--- config.mk ---
export PLATFORM = sky130hd
export DESIGN_NAME = paratoserial_nlane
export DESIGN_NICKNAME = d
export VERILOG_FILES = /design/src/rtl/pcie_phy_pkg.sv /design/src/rtl/paratoserial_nlane_piso_lane.sv /design/src/rtl/paratoserial_nlane.sv
export SDC_FILE = /design/constraint.sdc
export NUM_CORES = 1
export LEC_CHECK = 0
export CORE_UTILIZATION = 48
export CTS_CLUSTER_DIAMETER = 80
export DETAILED_ROUTE_END_ITERATION = 6
export PLACE_DENSITY = 0.84
export SKIP_CTS_REPAIR_TIMING = 1
export SLEW_MARGIN = 30
export SYNTH_ARGS = -nofsm -noshare
export SYNTH_HDL_FRONTEND = slang
export SYNTH_SLANG_ARGS = --single-unit
--- constraint.sdc ---
create_clock -name clk -period 4.5 [get_ports clk]
set_input_delay 0.9 -clock clk [delete_from_list [all_inputs] [get_ports clk]]
set_output_delay 0.9 -clock clk [all_outputs]
set_load 0.01 [all_outputs]
--- src/rtl/pcie_phy_pkg.sv ---
//------------------------------------------------------------------------------
// Module   : pcie_phy_pkg
// Brief    : Shared constants, FSM state type and sizing helper for the
//            transmit-path serialiser.
// Revision : 1.0 - initial release
//------------------------------------------------------------------------------
`default_nettype none

package pcie_phy_pkg;

    // K28.5 comma byte used as the idle word on every lane.
    localparam logic [7:0] c_K28_5_IDLE = 8'hBC;

    // Link bring-up state: idle preamble first, then normal data.
    typedef enum logic [0:0] {
        ST_SYNC = 1'b0,
        ST_RUN  = 1'b1
    } phy_state_t;

    // Counter width able to hold 0..n-1; never narrower than one bit so a
    // single-word preamble still gets a legal register.
    function automatic int cnt_width(input int n);
        return (n > 1) ? $clog2(n) : 1;
    endfunction

endpackage

`default_nettype wire

--- src/rtl/paratoserial_nlane_piso_lane.sv ---
//------------------------------------------------------------------------------
// Module   : piso_lane
// Brief    : One serial lane: WIDTH-bit shift register that loads a word on
//            the shared word boundary and otherwise shifts toward the output
//            end with zero fill.
// Revision : 1.0 - initial release
//------------------------------------------------------------------------------
`default_nettype none

module piso_lane
    import pcie_phy_pkg::*;
#(
    parameter int               WIDTH     = 8,
    parameter bit               MSB_FIRST = 1'b1,
    parameter logic [WIDTH-1:0] IDLE      = WIDTH'(c_K28_5_IDLE)
) (
    input  logic             clk,
    input  logic             reset,
    input  logic             load,
    input  logic [WIDTH-1:0] load_word,
    output logic             serial
);

    logic [WIDTH-1:0] r_shreg;

    // Reset parks the lane on the idle word so the first preamble word is
    // already in place; otherwise load at boundaries and shift in between.
    always_ff @(posedge clk) begin
        if (reset) begin
            r_shreg <= IDLE;
        end else if (load) begin
            r_shreg <= load_word;
        end else if (MSB_FIRST) begin
            r_shreg <= {r_shreg[WIDTH-2:0], 1'b0};
        end else begin
            r_shreg <= {1'b0, r_shreg[WIDTH-1:1]};
        end
    end

    // The output tap is the end the register shifts toward.
    assign serial = MSB_FIRST ? r_shreg[WIDTH-1] : r_shreg[0];

endmodule

`default_nettype wire

--- src/rtl/paratoserial_nlane.sv ---
//------------------------------------------------------------------------------
// Module   : paratoserial_nlane
// Brief    : Multi-lane parallel-to-serial converter. A shared bit counter
//            defines word boundaries for all lanes; after reset an idle
//            preamble is sent before data words are accepted.
// Revision : 1.0 - initial release
//------------------------------------------------------------------------------
`default_nettype none

module paratoserial_nlane
    import pcie_phy_pkg::*;
#(
    parameter int               LANES      = 2,
    parameter int               WIDTH      = 8,
    parameter logic [WIDTH-1:0] IDLE       = WIDTH'(c_K28_5_IDLE),
    parameter int               SYNC_WORDS = 4,
    parameter bit               MSB_FIRST  = 1'b1
) (
    input  logic                   clk,
    input  logic                   reset,
    input  logic [LANES*WIDTH-1:0] in_data,
    input  logic [LANES-1:0]       in_valid,
    input  logic [LANES-1:0]       lane_en,
    output logic                   in_ready,
    output logic [LANES-1:0]       out_serial,
    output logic                   word_start,
    output logic                   synced
);

    localparam int              c_BW        = cnt_width(WIDTH);
    localparam int              c_SW        = cnt_width(SYNC_WORDS);
    localparam logic [c_BW-1:0] c_BIT_LAST  = c_BW'(WIDTH - 1);
    localparam logic [c_SW-1:0] c_SYNC_LAST = c_SW'(SYNC_WORDS - 1);

    phy_state_t       r_state;
    phy_state_t       w_state_nxt;
    logic [c_BW-1:0]  r_bit_cnt;
    logic [c_BW-1:0]  w_bit_cnt_nxt;
    logic [c_SW-1:0]  r_sync_cnt;
    logic [c_SW-1:0]  w_sync_cnt_nxt;
    logic             w_boundary;
    logic [WIDTH-1:0] w_load_word [LANES];

    // State, bit counter and preamble counter registers.
    always_ff @(posedge clk) begin
        if (reset) begin
            r_state    <= ST_SYNC;
            r_bit_cnt  <= '0;
            r_sync_cnt <= '0;
        end else begin
            r_state    <= w_state_nxt;
            r_bit_cnt  <= w_bit_cnt_nxt;
            r_sync_cnt <= w_sync_cnt_nxt;
        end
    end

    // Next-state logic and status outputs, all derived from registered state.
    always_comb begin
        w_state_nxt    = r_state;
        w_sync_cnt_nxt = r_sync_cnt;
        w_boundary     = (r_bit_cnt == c_BIT_LAST);
        w_bit_cnt_nxt  = w_boundary ? '0 : r_bit_cnt + 1'b1;

        if (r_state == ST_SYNC && w_boundary) begin
            if (r_sync_cnt == c_SYNC_LAST) begin
                // The idle word loaded on this edge is still sent; data is
                // first taken at the following boundary.
                w_state_nxt = ST_RUN;
            end else begin
                w_sync_cnt_nxt = r_sync_cnt + 1'b1;
            end
        end

        synced     = (r_state == ST_RUN);
        in_ready   = (r_state == ST_RUN) && w_boundary;
        word_start = (r_bit_cnt == '0);
    end

    // Per-lane word selection at a boundary: preamble idle, then enable,
    // then valid, then the lane's slice of in_data.
    always_comb begin
        for (int k = 0; k < LANES; k++) begin
            w_load_word[k] = IDLE;
            if (r_state == ST_RUN) begin
                if (!lane_en[k]) begin
                    w_load_word[k] = '0;
                end else if (in_valid[k]) begin
                    w_load_word[k] = in_data[k*WIDTH +: WIDTH];
                end
            end
        end
    end

    for (genvar k = 0; k < LANES; k++) begin : g_lane
        piso_lane #(
            .WIDTH     (WIDTH),
            .MSB_FIRST (MSB_FIRST),
            .IDLE      (IDLE)
        ) u_lane (
            .clk       (clk),
            .reset     (reset),
            .load      (w_boundary),
            .load_word (w_load_word[k]),
            .serial    (out_serial[k])
        );
    end

endmodule

`default_nettype wire

==> results.yml, run 1 <==
critical_path:
  reg2reg_to: "g_lane[1].u_lane.r_shreg[6]"
  rrSetupSlack_ns: 2.69
  worstSetupStartpoint: "r_bit_cnt[0]"
  r2r-start: "r_bit_cnt[0]"
  path_cells: "ha_1 -> ha_1 -> and2_1 -> clkdlybuf4s50_1"
  crit_required_ns: 3.60
  max_stage_delay_ns: 0.53
  ff2ff_path_depth: 5
  worstPathArrival_ns: 2.01
  crit_top_cell: "ha_1"
  start_kind: "flop"
  critPathKind: "flop to output pin"
  cp_max_fo: 17
  crit_end: "in_ready"
  endpoint_kind: "output pin"
  slowest_stage: "clkdlybuf4s50_1"
synth:
  synth_edf_count: 0
  synth_compound_area_share_pct: 10.7
  synth_area_leaders: "dfxtp_1, nand2b_1, ha_1, nand3_1, nor2_1"
  synthCells: 94
  synthAdderAreaFrac_pct: 5.62
  synth_nets: 120
  syn_area_per_cell_um2: 9.48
  synthArstFlopShare_pct: 0
  yosysWarnings: 0
  yosysSeqAreaShare_pct: 49.4
  synth_largest_area_cell: "dfxtp_1"
  synth_area_um2: 891
  synthFlopType: "dfxtp_1"
  muxShareOfSynthArea_pct: 1.12
  synthDistinctLibCells: 20
  synth_top_family_by_area: "simple AND/OR/NAND/NOR gates"
  synth_seq_cells: 22
  synth-simple-area-share_pct: 26.7
  synth_top_area_share_pct: 49.4
  synthXorXnorAreaFrac_pct: 0.983
layout:
  stdcell_count: 144
  antenna_cells: 0
  drive_above_1_share_pct: 6.72
  nets: 146
  syn_to_final_growth_pct: 33.0
  fillCellCount: 143
sta:
  post-route-period-util_pct: 64.7
  setup_viol: 0
  skew_ns: 0.00472
  fmax_mhz: 343
  hold_viol: 0
  fin_tns_setup_ns: 0
  whs_ns: 0.462
  tightest_slew_ns: 0.466
  drv_slew: 0
  slew-limit-headroom_pct: 68.9
  post-route-min-period_ns: 2.91
  rsz0062_at_grt: "false"
global_route:
  grt_max_degree: 18
  grt_pass1_wl_um: 2590
  grtUsageTotal_pct: 18.1
  grt.overflow.total: 0
  grt_antenna_before_repair: 0
  grt_pass1_vias: 626
power_and_ir_drop:
  ir_drop_mv: 0.156
  total_power_uw: 359
  powerDensity_nw_per_um2: 303
  p_leak_uw: 0.000484
place:
  numPlacedInstances: 140
  globalplace.congestion: 0.704
  portBuffers: 26
route:
  via_per_inst: 4.74
  drtIter0Drc: 8
  dr.pass1.iters: 4
  routed_wl_um: 1600
  via_count: 683
  drtAntennaViolNets: 0
  drc: 0
  wl_per_cell_um: 11.1
floorplanning:
  die_w_um: 45.1
  start_util_pct: 51.6
  core_area_um2: 1730
  die_area_um2: 2030
  fp-row-count: 15
  io_pins: 27
  fp.dieH_um: 45.1
min_path:
  hold_start: "g_lane[1].u_lane.r_shreg[0]"
  min_path_type: "flop to flop"
job:
  max_cap_viol_count: 0
cts:
  cts_buffers: 3
  clkTransAtPathRegs_ns: 0.12
  cts_tree: "done"
  root_buffer: "clkbuf_4"
  insertion_delay_ns: 0.31
  numClockSinks: 22
  cts_max_level: 1
  cts_buffer_depth: 2
status:
  outcome: "finished, final reports clean"
## where the power goes
part           total, µW  internal, µW  switching, µW
Sequential           206           203           2.93
Combinational       43.8          28.3           15.5
Clock                110          49.4           60.5
## metrics by stage
step,cell area [µm²],util [%],setup slack (ns)
floorplan,891,-,2.46
global placement,1150,66.5,1.99
detailed placement,1150,66.5,1.94
CTS,1180,68.6,1.58
global route,1180,68.6,1.44
finish,1180,68.6,1.59
## layer usage
layer / share of wire, % / track usage (%) / wire length [µm] / up-vias
met2: 49 / 29.6 / 780 / 13
met4: 1.4 / 9.09 / 22 / 0
met1: 47 / 22.7 / 759 / 303
li1: - / - / - / 363
met3: 2.6 / 3.60 / 42 / 4
met5: 0 / 0 / 0 / -
## cells in the final DEF (no fill, tap or decap), drive strengths merged, types with 2 or more instances in the layout
cell and n:
and3 2, inv 4, a22o 4, clkdlybuf4s50 26
ha 4, a21oi 7, nor2 10, nand3 10
nand2b 10, o21ai 5, and2 5, clkbuf 4
dfxtp 22
## kinds of logic (layout without fill, tap and decap cells)
| kind of cell | count (synthesis) | after routing |
|---|---|---|
| muxes | 1 | 1 |
| AOI/OAI and AO/OA | 16 | 16 |
| adders and majority gates | 4 | 4 |
| xor gates and xnor gates | 1 | 1 |
| and+or+nand+nor | 41 | 41 |
| buffers and inverters | 9 | 34 |
| DFF | 22 | 22 |
## worst max-delay path: cells and delay by family (launching register included)
kind / cells / cell delay (ns)
adders and majority gates: 2 / 0.60
buffers and inverters: 1 / 0.53
and+or+nand+nor: 1 / 0.19
DFF: 1 / 0.38
## worst min path at each step
| stage | to | slack [ns] | cells past startpoint |
|---|---|---|---|
| floorplan | r_bit_cnt[0] | 0.42 | 1 |
| global placement | r_bit_cnt[0] | 0.43 | 1 |
| detailed placement | g_lane[1].u_lane.r_shreg[1] | 0.44 | 1 |
| CTS | g_lane[1].u_lane.r_shreg[1] | 0.46 | 1 |
| global route | g_lane[0].u_lane.r_shreg[1] | 0.48 | 1 |
| finish | g_lane[1].u_lane.r_shreg[1] | 0.46 | 1 |
## cell usage after synthesis, drive strengths merged, types with 2 or more instances
cell / instances
o21ai: 5
dfxtp: 22
ha: 4
nand2b: 10
nand3: 10
clkbuf: 2
a21oi: 7
buf: 3
inv: 4
nor2: 10
and3: 2
a22o: 4
and2: 5
## final cells by class
type                    instances  area [µm²]  area share [%]
inverters                       4        15.0            1.27
well taps                      25        31.3            2.64
multi-input cells              63         402            33.9
clock buffers                   4        36.3            3.06
repair buffers                 26         260            22.0
flip-flops and latches         22         440            37.2
## registers in the layout, indices dropped and copies added, names as in the netlist
| signal | cells |
|---|---|
| synced | 1 |
| r_sync_cnt | 2 |
| r_bit_cnt | 3 |
| g_lane.u_lane.r_shreg | 16 |
(Power assumes the default switching activity.)
==> inputs of run 2 (changes only) <==
- CORE_UTILIZATION: 48 -> 44
- PLACE_DENSITY: 0.84 -> 0.78
- clock period: 4.5 -> 2.7 ns (I/O delays scaled with it)
==> run 2 against run 1 <==
Compared with the run above:
- critical path depth is the same
- total power increased by 55%
- highest routed layer unchanged
- critical endpoint unchanged
- sequential share of layout area is 0.20 points higher
- global-route usage rose by 0.061 points
- non-clock buffer count rose by 1
- die area is 8.7% higher
- clock skew fell by 0.0021 ns
- hold slack about the same
==> results.yml, run 2 (synthesis gave the netlist of run 1 again) <==
place:
  portBuffers: 26
  globalplace.congestion: 0.700
  place_hpwl_um: 1360
min_path:
  hold_start: "r_bit_cnt[0]"
  min_path_type: "flop to flop"
critical_path:
  r2r-start: "r_bit_cnt[0]"
  critPathKind: "flop to output pin"
  crit_required_ns: 2.16
  worstPathArrival_ns: 1.70
  start_kind: "flop"
  worstSetupStartpoint: "r_bit_cnt[0]"
  endpoint_kind: "output pin"
  cp_max_fo: 3
power_and_ir_drop:
  ir_drop_mv: 0.248
  powerDensity_nw_per_um2: 473
  p_leak_uw: 0.000483
  total_power_uw: 558
global_route:
  grt_pass1_wl_um: 2650
  grtUsageTotal_pct: 18.2
  grt_pass1_vias: 618
  grt.overflow.total: 0
  grt_max_degree: 17
  grt_antenna_before_repair: 0
job:
  max_cap_viol_count: 0
cts:
  cts_max_level: 1
  cts_buffers: 3
  cts_tree: "done"
  insertion_delay_ns: 0.29
  cts_buffer_depth: 2
  numClockSinks: 22
  root_buffer: "clkbuf_4"
  clkTransAtPathRegs_ns: 0.11
sta:
  fmax_mhz: 446
  setup_viol: 0
  tightest_slew_ns: 0.441
  hold_viol: 0
  fin_tns_setup_ns: 0
  post-route-period-util_pct: 83.1
  skew_ns: 0.00260
  rsz0062_at_grt: "false"
  post-route-min-period_ns: 2.24
  slew-limit-headroom_pct: 70.5
  drv_slew: 0
layout:
  antenna_cells: 0
  top_regs: "g_lane.u_lane.r_shreg x16, r_bit_cnt x3, r_sync_cnt x2"
  nets: 147
  fin_util_pct: 65.4
  final_common_cell: "clkdlybuf4s50_1"
  largest_register_ffs: 16
  drive_above_1_share_pct: 6.72
  largest_register: "g_lane.u_lane.r_shreg"
  syn_to_final_growth_pct: 32.3
  layout_common_cells: "clkdlybuf4s50_1, dfxtp_1, nor2_1, nand2b_1, nand3_1"
floorplanning:
  die_area_um2: 2210
  start_util_pct: 49.4
  fp-row-count: 15
  fp.dieH_um: 47.0
  io_pins: 27
  core_area_um2: 1800
  die_w_um: 47.0
status:
  outcome: "finished, final reports clean"
route:
  via_count: 704
  via_per_inst: 4.89
  routed_wl_um: 1730
  drc: 0
  wl_per_cell_um: 12.0
  dr.pass1.iters: 4
  drtAntennaViolNets: 0
  drtIter0Drc: 9
## run 2: final cells by class
class | count | area (µm²)
timing repair buffer | 27 | 268
inverter | 4 | 15.0
sequential | 22 | 440
multi-input combinational | 63 | 402
fill | 165 | 623
tap | 25 | 31.3
clock buffer | 3 | 22.5
## run 2: report_power, final
part / total (µW) / internal, µW / switching (µW)
sequential: 343 / 338 / 4.86
combinational: 73.1 / 47.0 / 26.1
clock: 142 / 51.9 / 90.0
## run 2: per-layer routing
layer / part of all wire, % / track usage (%) / vias up
met4: 1.2 / 10.3 / 0
met1: 47 / 23.2 / 328
met5: 0 / 0 / -
met3: 2.9 / 3.46 / 2
li1: - / - / 363
met2: 49 / 28.9 / 11
## run 2: path summary, 6_finish.rpt
kind,endpoint,cells past startpoint,slack [ns]
setup reg to reg,g_lane[0].u_lane.r_shreg[6],6,1.02
setup / recovery,in_ready,4,0.46
hold / removal,r_bit_cnt[0],1,0.46
hold reg to reg,r_bit_cnt[0],1,0.46
## run 2: through the flow
stage                     cells  setup WS (ns)  cell area [µm²]  hold slack, ns
after floorplan              94           1.02              891           0.417
after global placement      141          0.805             1160           0.427
after detailed placement    141          0.794             1160           0.439
after CTS                   144          0.446             1180           0.466
after global routing        144          0.396             1180           0.485
final                       144          0.457             1180           0.462
## run 2: worst max-delay path, cell delays in order, from the launching register on
cell             delay, ns
dfxtp_1               0.38
ha_1                  0.16
ha_1                  0.19
and2_1                0.15
clkdlybuf4s50_1       0.53
